[src/rtl/reg_dump.sv]
// Register-file dump engine: walks FIRST_REG..LAST_REG through one read port and streams each value out on a valid/ready port.
// Define REG_DUMP_CHECKSUM_EN to append an XOR checksum beat after the last data beat.
module reg_dump #(
    parameter int unsigned FIRST_REG = 0,
    parameter int unsigned LAST_REG  = 31
) (
    input  logic        clk,
    input  logic        rst,
    input  logic        start,
    output logic        busy,
    output logic        done,
    output logic [4:0]  rd_addr,
    input  logic [31:0] rd_data,
    output logic        dump_valid,
    input  logic        dump_ready,
    output logic [4:0]  dump_addr,
    output logic [31:0] dump_data,
    output logic        dump_last,
    output logic        dump_csum
);

    localparam logic [4:0] FIRST_ADDR = 5'(FIRST_REG);
    localparam logic [4:0] LAST_ADDR  = 5'(LAST_REG);

`ifdef REG_DUMP_CHECKSUM_EN
    typedef enum logic [2:0] {IDLE, LOAD, SEND, CSUM, FIN} state_t;
`else
    typedef enum logic [2:0] {IDLE, LOAD, SEND, FIN} state_t;
`endif

    state_t      state_reg;
    logic [4:0]  ptr_reg;
    logic        done_reg;
    logic        valid_reg;
    logic        last_reg;
    logic [4:0]  addr_reg;
    logic [31:0] data_reg;
`ifdef REG_DUMP_CHECKSUM_EN
    logic        csum_reg;
    logic [31:0] acc_reg;
`endif

    always_ff @(posedge clk) begin
        if (rst) begin
            state_reg <= IDLE;
            ptr_reg   <= FIRST_ADDR;
            done_reg  <= 1'b0;
            valid_reg <= 1'b0;
            last_reg  <= 1'b0;
            addr_reg  <= 5'd0;
            data_reg  <= 32'd0;
`ifdef REG_DUMP_CHECKSUM_EN
            csum_reg  <= 1'b0;
            acc_reg   <= 32'd0;
`endif
        end else begin
            case (state_reg)
                IDLE: begin
                    ptr_reg <= FIRST_ADDR;
`ifdef REG_DUMP_CHECKSUM_EN
                    acc_reg <= 32'd0;
`endif
                    if (start) begin
                        state_reg <= LOAD;
                    end
                end
                LOAD: begin
                    // rd_data reflects the register contents before any write landing on this same edge
                    data_reg  <= rd_data;
                    addr_reg  <= ptr_reg;
                    valid_reg <= 1'b1;
`ifdef REG_DUMP_CHECKSUM_EN
                    acc_reg   <= acc_reg ^ rd_data;
                    last_reg  <= 1'b0;
`else
                    last_reg  <= (ptr_reg == LAST_ADDR);
`endif
                    state_reg <= SEND;
                end
                SEND: begin
                    if (valid_reg && dump_ready) begin
                        valid_reg <= 1'b0;
                        if (ptr_reg == LAST_ADDR) begin
`ifdef REG_DUMP_CHECKSUM_EN
                            valid_reg <= 1'b1;
                            data_reg  <= acc_reg;
                            addr_reg  <= 5'd0;
                            csum_reg  <= 1'b1;
                            last_reg  <= 1'b1;
                            state_reg <= CSUM;
`else
                            done_reg  <= 1'b1;
                            state_reg <= FIN;
`endif
                        end else begin
                            ptr_reg   <= ptr_reg + 5'd1;
                            state_reg <= LOAD;
                        end
                    end
                end
`ifdef REG_DUMP_CHECKSUM_EN
                CSUM: begin
                    if (dump_ready) begin
                        valid_reg <= 1'b0;
                        done_reg  <= 1'b1;
                        state_reg <= FIN;
                    end
                end
`endif
                FIN: begin
                    done_reg  <= 1'b0;
                    last_reg  <= 1'b0;
                    ptr_reg   <= FIRST_ADDR;
`ifdef REG_DUMP_CHECKSUM_EN
                    csum_reg  <= 1'b0;
`endif
                    state_reg <= IDLE;
                end
                default: begin
                    state_reg <= IDLE;
                end
            endcase
        end
    end

    assign busy       = (state_reg != IDLE);
    assign done       = done_reg;
    assign rd_addr    = ptr_reg;
    assign dump_valid = valid_reg;
    assign dump_addr  = addr_reg;
    assign dump_data  = data_reg;
    assign dump_last  = last_reg;
`ifdef REG_DUMP_CHECKSUM_EN
    assign dump_csum  = csum_reg;
`else
    assign dump_csum  = 1'b0;
`endif

endmodule
[config.mk]
export PLATFORM = sky130hd
export DESIGN_NAME = reg_dump
export DESIGN_NICKNAME = d
export VERILOG_FILES = /design/src/rtl/reg_dump.sv
export SDC_FILE = /design/constraint.sdc
export NUM_CORES = 1
export LEC_CHECK = 0
export CAP_MARGIN = 10
export CELL_PAD_IN_SITES_DETAIL_PLACEMENT = 1
export CELL_PAD_IN_SITES_GLOBAL_PLACEMENT = 2
export CORE_ASPECT_RATIO = 0.75
export CORE_MARGIN = 2
export CORE_UTILIZATION = 26
export DETAILED_ROUTE_END_ITERATION = 8
export GPL_ROUTABILITY_DRIVEN = 0
export GPL_TIMING_DRIVEN = 0
export MAX_ROUTING_LAYER = met4
export PLACE_DENSITY = 0.94
export SYNTH_ARGS = -nofsm -noshare
export SYNTH_HDL_FRONTEND = slang
export SYNTH_SLANG_ARGS = --single-unit
[constraint.sdc]
create_clock -name clk -period 4.3 [get_ports clk]
set_input_delay 1.29 -clock clk [delete_from_list [all_inputs] [get_ports clk]]
set_output_delay 1.29 -clock clk [all_outputs]
set_load 0.005 [all_outputs]
==> out/qor.yml, run 1 <==
min_path_cells: 2
critPathMaxFanout: 6
dieArea_um2: 7970
post-place-ws_ns: 1.49
finalCritPeriodShare: 0.683
ys_ff_latch: 47
insertedDiodeCount: 0
cts.sinks: 47
drive_gt1_frac: 0.0538
ios: 83
critical_path_class: "register to output pin"
gr-total-overflow: 0
via_per_inst: 4.41
p_leak_nw: 1.11
cts_made_buffers: 5
synthesis.nets: 234
setup_viol: 0
ys_warn_count: 0
vias: 1664
start_util: 0.272
reg2regPathDepth: 6
num_rows: 26
cpMostUsedCell: "inv_1"
synth.area.mux_share: 0.207
antenna_found_initial: 0
syn-instance-count: 191
worst_slew_pin_slew_ns: 0.544
critPathCaptureType: "output pin"
cpMaxStageDelayCell: "clkdlybuf4s50_1"
track_usage: 0.133
pwr-share-seq: 0.379
drv_cap: 0
yosys.area_share.adder: 0.0464
synth_top_family_by_area: "multiplexers"
clk_pin_slew_ns: 0.09
numPortBuffers: 80
fillers: 804
insertion_delay_ns: 0.30
grt_max_degree: 16
p_sw_frac: 0.293
worstHoldEndpoint: "dump_data[9]"
cp-start-kind: "register"
ant_nets: 0
htree_levels: 2
internal_power_mw: 1.03
pwr-share-comb: 0.357
synth_compound_area_frac: 0.0424
hp-start: "dump_data[9]"
fin_nets: 321
status: "finished clean"
cts_resized: 0
setup_tns_ns: 0
hold_viol_final: 0
grt_pass1_wl_um: 8250
seq_area_frac_synth: 0.498
dr.pass1.iters: 4
postCtsSetupBuffers: 0
slowest_delay_ns: 0.50
slew_headroom: 0.637
ff2ff_setup_slack_ns: 2.33
cts_tree: "yes"
clkPwrFrac: 0.265
fin_crit_ns: 2.94
final_area_um2: 2950
core_um2: 6930
r2r-end: "rd_addr[3]"
worst_clock_skew_ns: 0.00773
hold_buffers: 0
area_growth_pct: 56.1
clock.fmax_ghz: 0.341
synth_area_um2: 1890
yosys.area_share.simple: 0.166
finalWorstSetupSlack_ns: 1.36
totalPowerFinal_mw: 1.46
cts_max_path_buffers: 2
ir_drop_mv: 0.176
min_path_type: "register to register"
die_h_um: 77.8
dpl.hpwl_um: 3660
required_ns: 3.01
switchingPower_mw: 0.428
synth-edff-count: 0
cp_cell_sequence: "inv_1 -> ha_1 -> inv_1 -> clkdlybuf4s50_1"
cp.arrival_ns: 1.65
drc: 0
die_w_um: 102
first_iter_violations: 67
post_drt_wl_per_cell_um: 13.1
grt_setup_unrepaired: "no"
async_reset_ff_frac: 0
grt_pass1_vias: 1706
wl_um: 4950
largest_reg_flops: 32
synth-xor-area-share: 0
synth_ff_type: "dfxtp_1"
regToRegStartpoint: "rd_addr[0]"
postPlaceCellArea_um2: 2810
synth.distinct_cells: 27
avgSynthCellArea_um2: 9.89
cts_root_buf: "clkbuf_8"
drv_slew: 0
powerDensity_nw_per_um2: 496
-- cell usage in the layout, fill, tap and decap left out --
cell             netlist  layout
a32o_1                 1       1
buf_2                  4       4
nand3b_1               1       1
nand2_1                6       6
and3_1                 1       1
or4_1                  3       3
conb_1                 1       1
bufinv_16              0       2
nor3_1                 2       2
buf_4                  2       2
or2_2                  1       1
nand4_1                4       4
clkbuf_8               0       5
mux2i_1               39      39
a21oi_1                2       2
and4b_1                1       1
a21boi_1               1       1
clkbuf_1               6       6
clkinvlp_4             0       1
dfxtp_1               47      47
inv_1                  4       4
nor2_1                40      40
nand4b_1               1       1
ha_1                   7       7
nand3_1                5       5
clkdlybuf4s50_1        0      80
a22o_1                 1       1
nor2b_1                2       2
nand2b_1               1       1
a31oi_1                3       3
o21ai_0                5       5
-- per-layer routing --
layer,vias up,track usage,share of wire
li1,820,-,-
met1,781,0.175,0.47
met2,55,0.201,0.45
met3,8,0.0396,0.074
met4,0,0.0320,0.0089
met5,-,-,0
-- worst max-delay path, delay by kind of cell (launching register included) --
| kind | cells | cell delay, ns |
|---|---|---|
| buf+inv | 3 | 0.67 |
| flops | 1 | 0.43 |
| fa+ha+maj | 1 | 0.24 |
-- per-stage QoR --
stage	cells	utilization	hold slack (ns)
detailed placement	369	0.406	0.485
finish	377	0.425	0.501
CTS	377	0.425	0.508
global placement	369	0.406	0.470
floorplan	191	-	0.481
global route	377	0.425	0.525
-- how the worst max path moves through the flow --
stage / slack, ns / from / to
2_1_floorplan: 2.21 / dump_ready / state_reg[1]
3_3_place_gp: 1.53 / dump_ready / state_reg[1]
3_5_place_dp: 1.49 / dump_ready / state_reg[1]
4_1_cts: 1.33 / state_reg[0] / busy
5_1_grt: 1.20 / state_reg[0] / busy
6_report: 1.36 / state_reg[0] / busy
-- synthesized netlist by cell type (2+ instances only) --
| cell type | count | area (µm²) |
|---|---|---|
| buf_4 | 2 | 15.0 |
| or4_1 | 3 | 22.5 |
| nand2_1 | 6 | 22.5 |
| nand3_1 | 5 | 25.0 |
| o21ai_0 | 5 | 25.0 |
| inv_1 | 4 | 15.0 |
| dfxtp_1 | 47 | 941 |
| ha_1 | 7 | 87.6 |
| nor2_1 | 40 | 150 |
| nor2b_1 | 2 | 12.5 |
| nand4_1 | 4 | 25.0 |
| mux2i_1 | 39 | 390 |
| a31oi_1 | 3 | 18.8 |
| a21oi_1 | 2 | 10.0 |
| buf_2 | 4 | 20.0 |
| nor3_1 | 2 | 10.0 |
| clkbuf_1 | 6 | 22.5 |
-- cell type report --
cell class | count | area (µm²) | share of cell area
sequential | 47 | 941 | 0.319
clock buffer | 5 | 68.8 | 0.0233
inverter | 4 | 15.0 | 0.00509
clock inverter | 3 | 67.6 | 0.0229
buffer | 12 | 57.6 | 0.0195
tap | 98 | 123 | 0.0416
timing repair buffer | 80 | 801 | 0.272
multi-input combinational | 128 | 875 | 0.297
-- logic make-up after synthesis --
| logic type | count (synthesis) |
|---|---|
| compound gates | 13 |
| fa+ha+maj | 7 |
| other cells | 1 |
| buf+inv | 16 |
| flops | 47 |
| simple gates | 68 |
| mux | 39 |
-- power groups by stage --
stage / logic (mW) / clock network [mW] / registers (mW)
6_report: 0.522 / 0.387 / 0.554
5_1_grt: 0.580 / 0.422 / 0.565
4_1_cts: 0.534 / 0.403 / 0.555
3_5_place_dp: 0.531 / 0 / 0.564
3_3_place_gp: 0.517 / 0 / 0.560
2_1_floorplan: 0.287 / 0 / 0.564
(Power assumes the default switching activity.)
==> run 2: changes to the inputs <==
- CORE_UTILIZATION: 26 -> 21
- PLACE_DENSITY: 0.94 -> 0.82
- clock period: 4.3 -> 2.7 ns (I/O delays scaled with it)
==> run 2 against run 1 <==
Compared with the run above:
- largest cell class unchanged
- wire length increased by 7.2%
- hold slack got worse by 0.0051 ns
- core utilization decreased by 8.0 points
- sequential power increased by 60%
- critical path type unchanged
- sequential share of layout area decreased by 0.23 points
- setup slack got worse by 1.1 ns
- count of clock-buffer cells in the layout unchanged
==> out/qor.yml, run 2 (synthesis results as in run 1) <==
status: "finished clean"
wl_um: 5300  # +7.2%
powerDensity_nw_per_um2: 784  # +58%
setup_tns_ns: 0  # unchanged
regToRegStartpoint: "rd_addr[0]"
insertion_delay_ns: 0.29  # about the same
grt_pass1_wl_um: 8560  # +3.7%
ios: 83  # unchanged
cpMostUsedCell: "inv_1"
startpoint: "state_reg[0]"
area_growth_pct: 57.3
drv_slew: 0  # unchanged
grt_pass1_vias: 1756  # +2.9%
drc: 0  # unchanged
layout_commonest_cell: "clkdlybuf4s50_1"
start_util: 0.220  # -0.0529
cts_max_path_buffers: 2  # unchanged
cts_made_buffers: 5  # unchanged
p_leak_nw: 1.12  # +0.13%
pwr-share-seq: 0.380  # about the same
min_path_type: "register to register"
grt_setup_unrepaired: "no"
cp_cell_sequence: "inv_1 -> ha_1 -> inv_1 -> clkdlybuf4s50_1"
path_buf_inv: 3  # unchanged
core_um2: 8600  # +24%
drive_gt1_frac: 0.0538  # unchanged
cp.arrival_ns: 1.61  # -0.04 ns
dpl.hpwl_um: 3900  # +6.7%
die_w_um: 113  # +11%
critPathTopFamily: "buffers and inverters"
clkPwrFrac: 0.261  # -0.004
switchingPower_mw: 0.706  # +65%
post-route-util: 0.345  # -0.0802
post_drt_wl_per_cell_um: 13.7  # +4.4%
cts_tree: "yes"
grt_max_degree: 16  # unchanged
ir_drop_mv: 0.329  # +87%
pwr-share-comb: 0.359  # +0.002
worst_clock_skew_ns: 0.00519  # -0.00254 ns
cts.sinks: 47  # unchanged
finalCritPeriodShare: 0.896
htree_levels: 2  # unchanged
numPortBuffers: 80  # unchanged
final_cell_mix: "80 x clkdlybuf4s50_1, 47 x dfxtp_1, 40 x nor2_1"
critPathMaxFanout: 6  # unchanged
drv_cap: 0  # unchanged
setup_viol: 0  # unchanged
antenna_found_initial: 0  # unchanged
vias: 1685  # +1.3%
required_ns: 1.89  # -1.12 ns
internal_power_mw: 1.62  # +57%
hold_viol_final: 0  # unchanged
gr-total-overflow: 0  # unchanged
p_sw_frac: 0.303  # +0.0107
postCtsSetupBuffers: 0  # unchanged
dr.pass1.iters: 4  # unchanged
cp-start-kind: "register"
critical_path_class: "register to output pin"
cpMaxStageDelayCell: "clkdlybuf4s50_1"
fin_crit_ns: 2.42
cts_root_buf: "clkbuf_16"
dieArea_um2: 9770  # +23%
die_h_um: 86.1  # +11%
hold_buffers: 0  # unchanged
insertedDiodeCount: 0  # unchanged
worst_slew_pin_slew_ns: 0.539  # -0.00449 ns
hp-start: "dump_data[11]"
critPathCaptureType: "output pin"
ant_nets: 0  # unchanged
slowest_delay_ns: 0.49  # about the same
track_usage: 0.113  # -0.0202
via_per_inst: 4.35  # -1.4%
fin_nets: 321  # unchanged
largest_reg_flops: 32  # unchanged
clk_pin_slew_ns: 0.06  # -0.03 ns
cts_resized: 0  # unchanged
clock.fmax_ghz: 0.414
first_iter_violations: 61  # -9.0%
slew_headroom: 0.640  # +0.00299
num_rows: 29  # +12%
run 2: final cells by class:
cell class	count	area [µm²]
multi-input cells	128	875
clock buffers	5	125
well taps	108	135
clock inverters	3	20.0
plain buffers	12	57.6
fillers	997	5630
repair buffers	80	801
flip-flops and latches	47	941
inverters	4	15.0
run 2: power by group through the flow:
stage	registers (mW)	logic [mW]	clock network [mW]
final	0.884	0.835	0.608
after global routing	0.903	0.916	0.667
after CTS	0.887	0.855	0.632
after detailed placement	0.900	0.848	0
after global placement	0.892	0.832	0
after floorplan	0.899	0.458	0
run 2: worst min-delay path: cells and delay by family (launching register included):
family | cells | cell delay (ns)
DFF | 1 | 0.33
and+or+nand+nor | 1 | 0.07
muxes | 1 | 0.06
run 2: per-layer routing:
layer  track usage  wire length [µm]
met1         0.151              2650
met4        0.0233                30
met5             -                 0
met2         0.173              2360
met3        0.0297               257
run 2: through the flow:
| stage | setup WS [ns] | power (mW) | std cells | hold WS [ns] | instance area (µm²) |
|---|---|---|---|---|---|
| 5_1_grt | 0.153 | 2.49 | 387 | 0.518 | 2970 |
| 2_1_floorplan | 0.963 | 1.36 | 191 | 0.481 | 1890 |
| 3_5_place_dp | 0.389 | 1.75 | 379 | 0.486 | 2820 |
| 3_3_place_gp | 0.400 | 1.72 | 379 | 0.471 | 2820 |
| 6_report | 0.282 | 2.33 | 387 | 0.495 | 2970 |
| 4_1_cts | 0.255 | 2.37 | 387 | 0.502 | 2970 |
run 2: path summary, 6_finish.rpt:
path / to / slack (ns) / cells past startpoint
setup reg to reg: rd_addr[3] / 0.77 / 6
hold reg to reg: dump_data[11] / 0.50 / 2
hold / removal: dump_data[11] / 0.50 / 2
setup / recovery: busy / 0.28 / 4
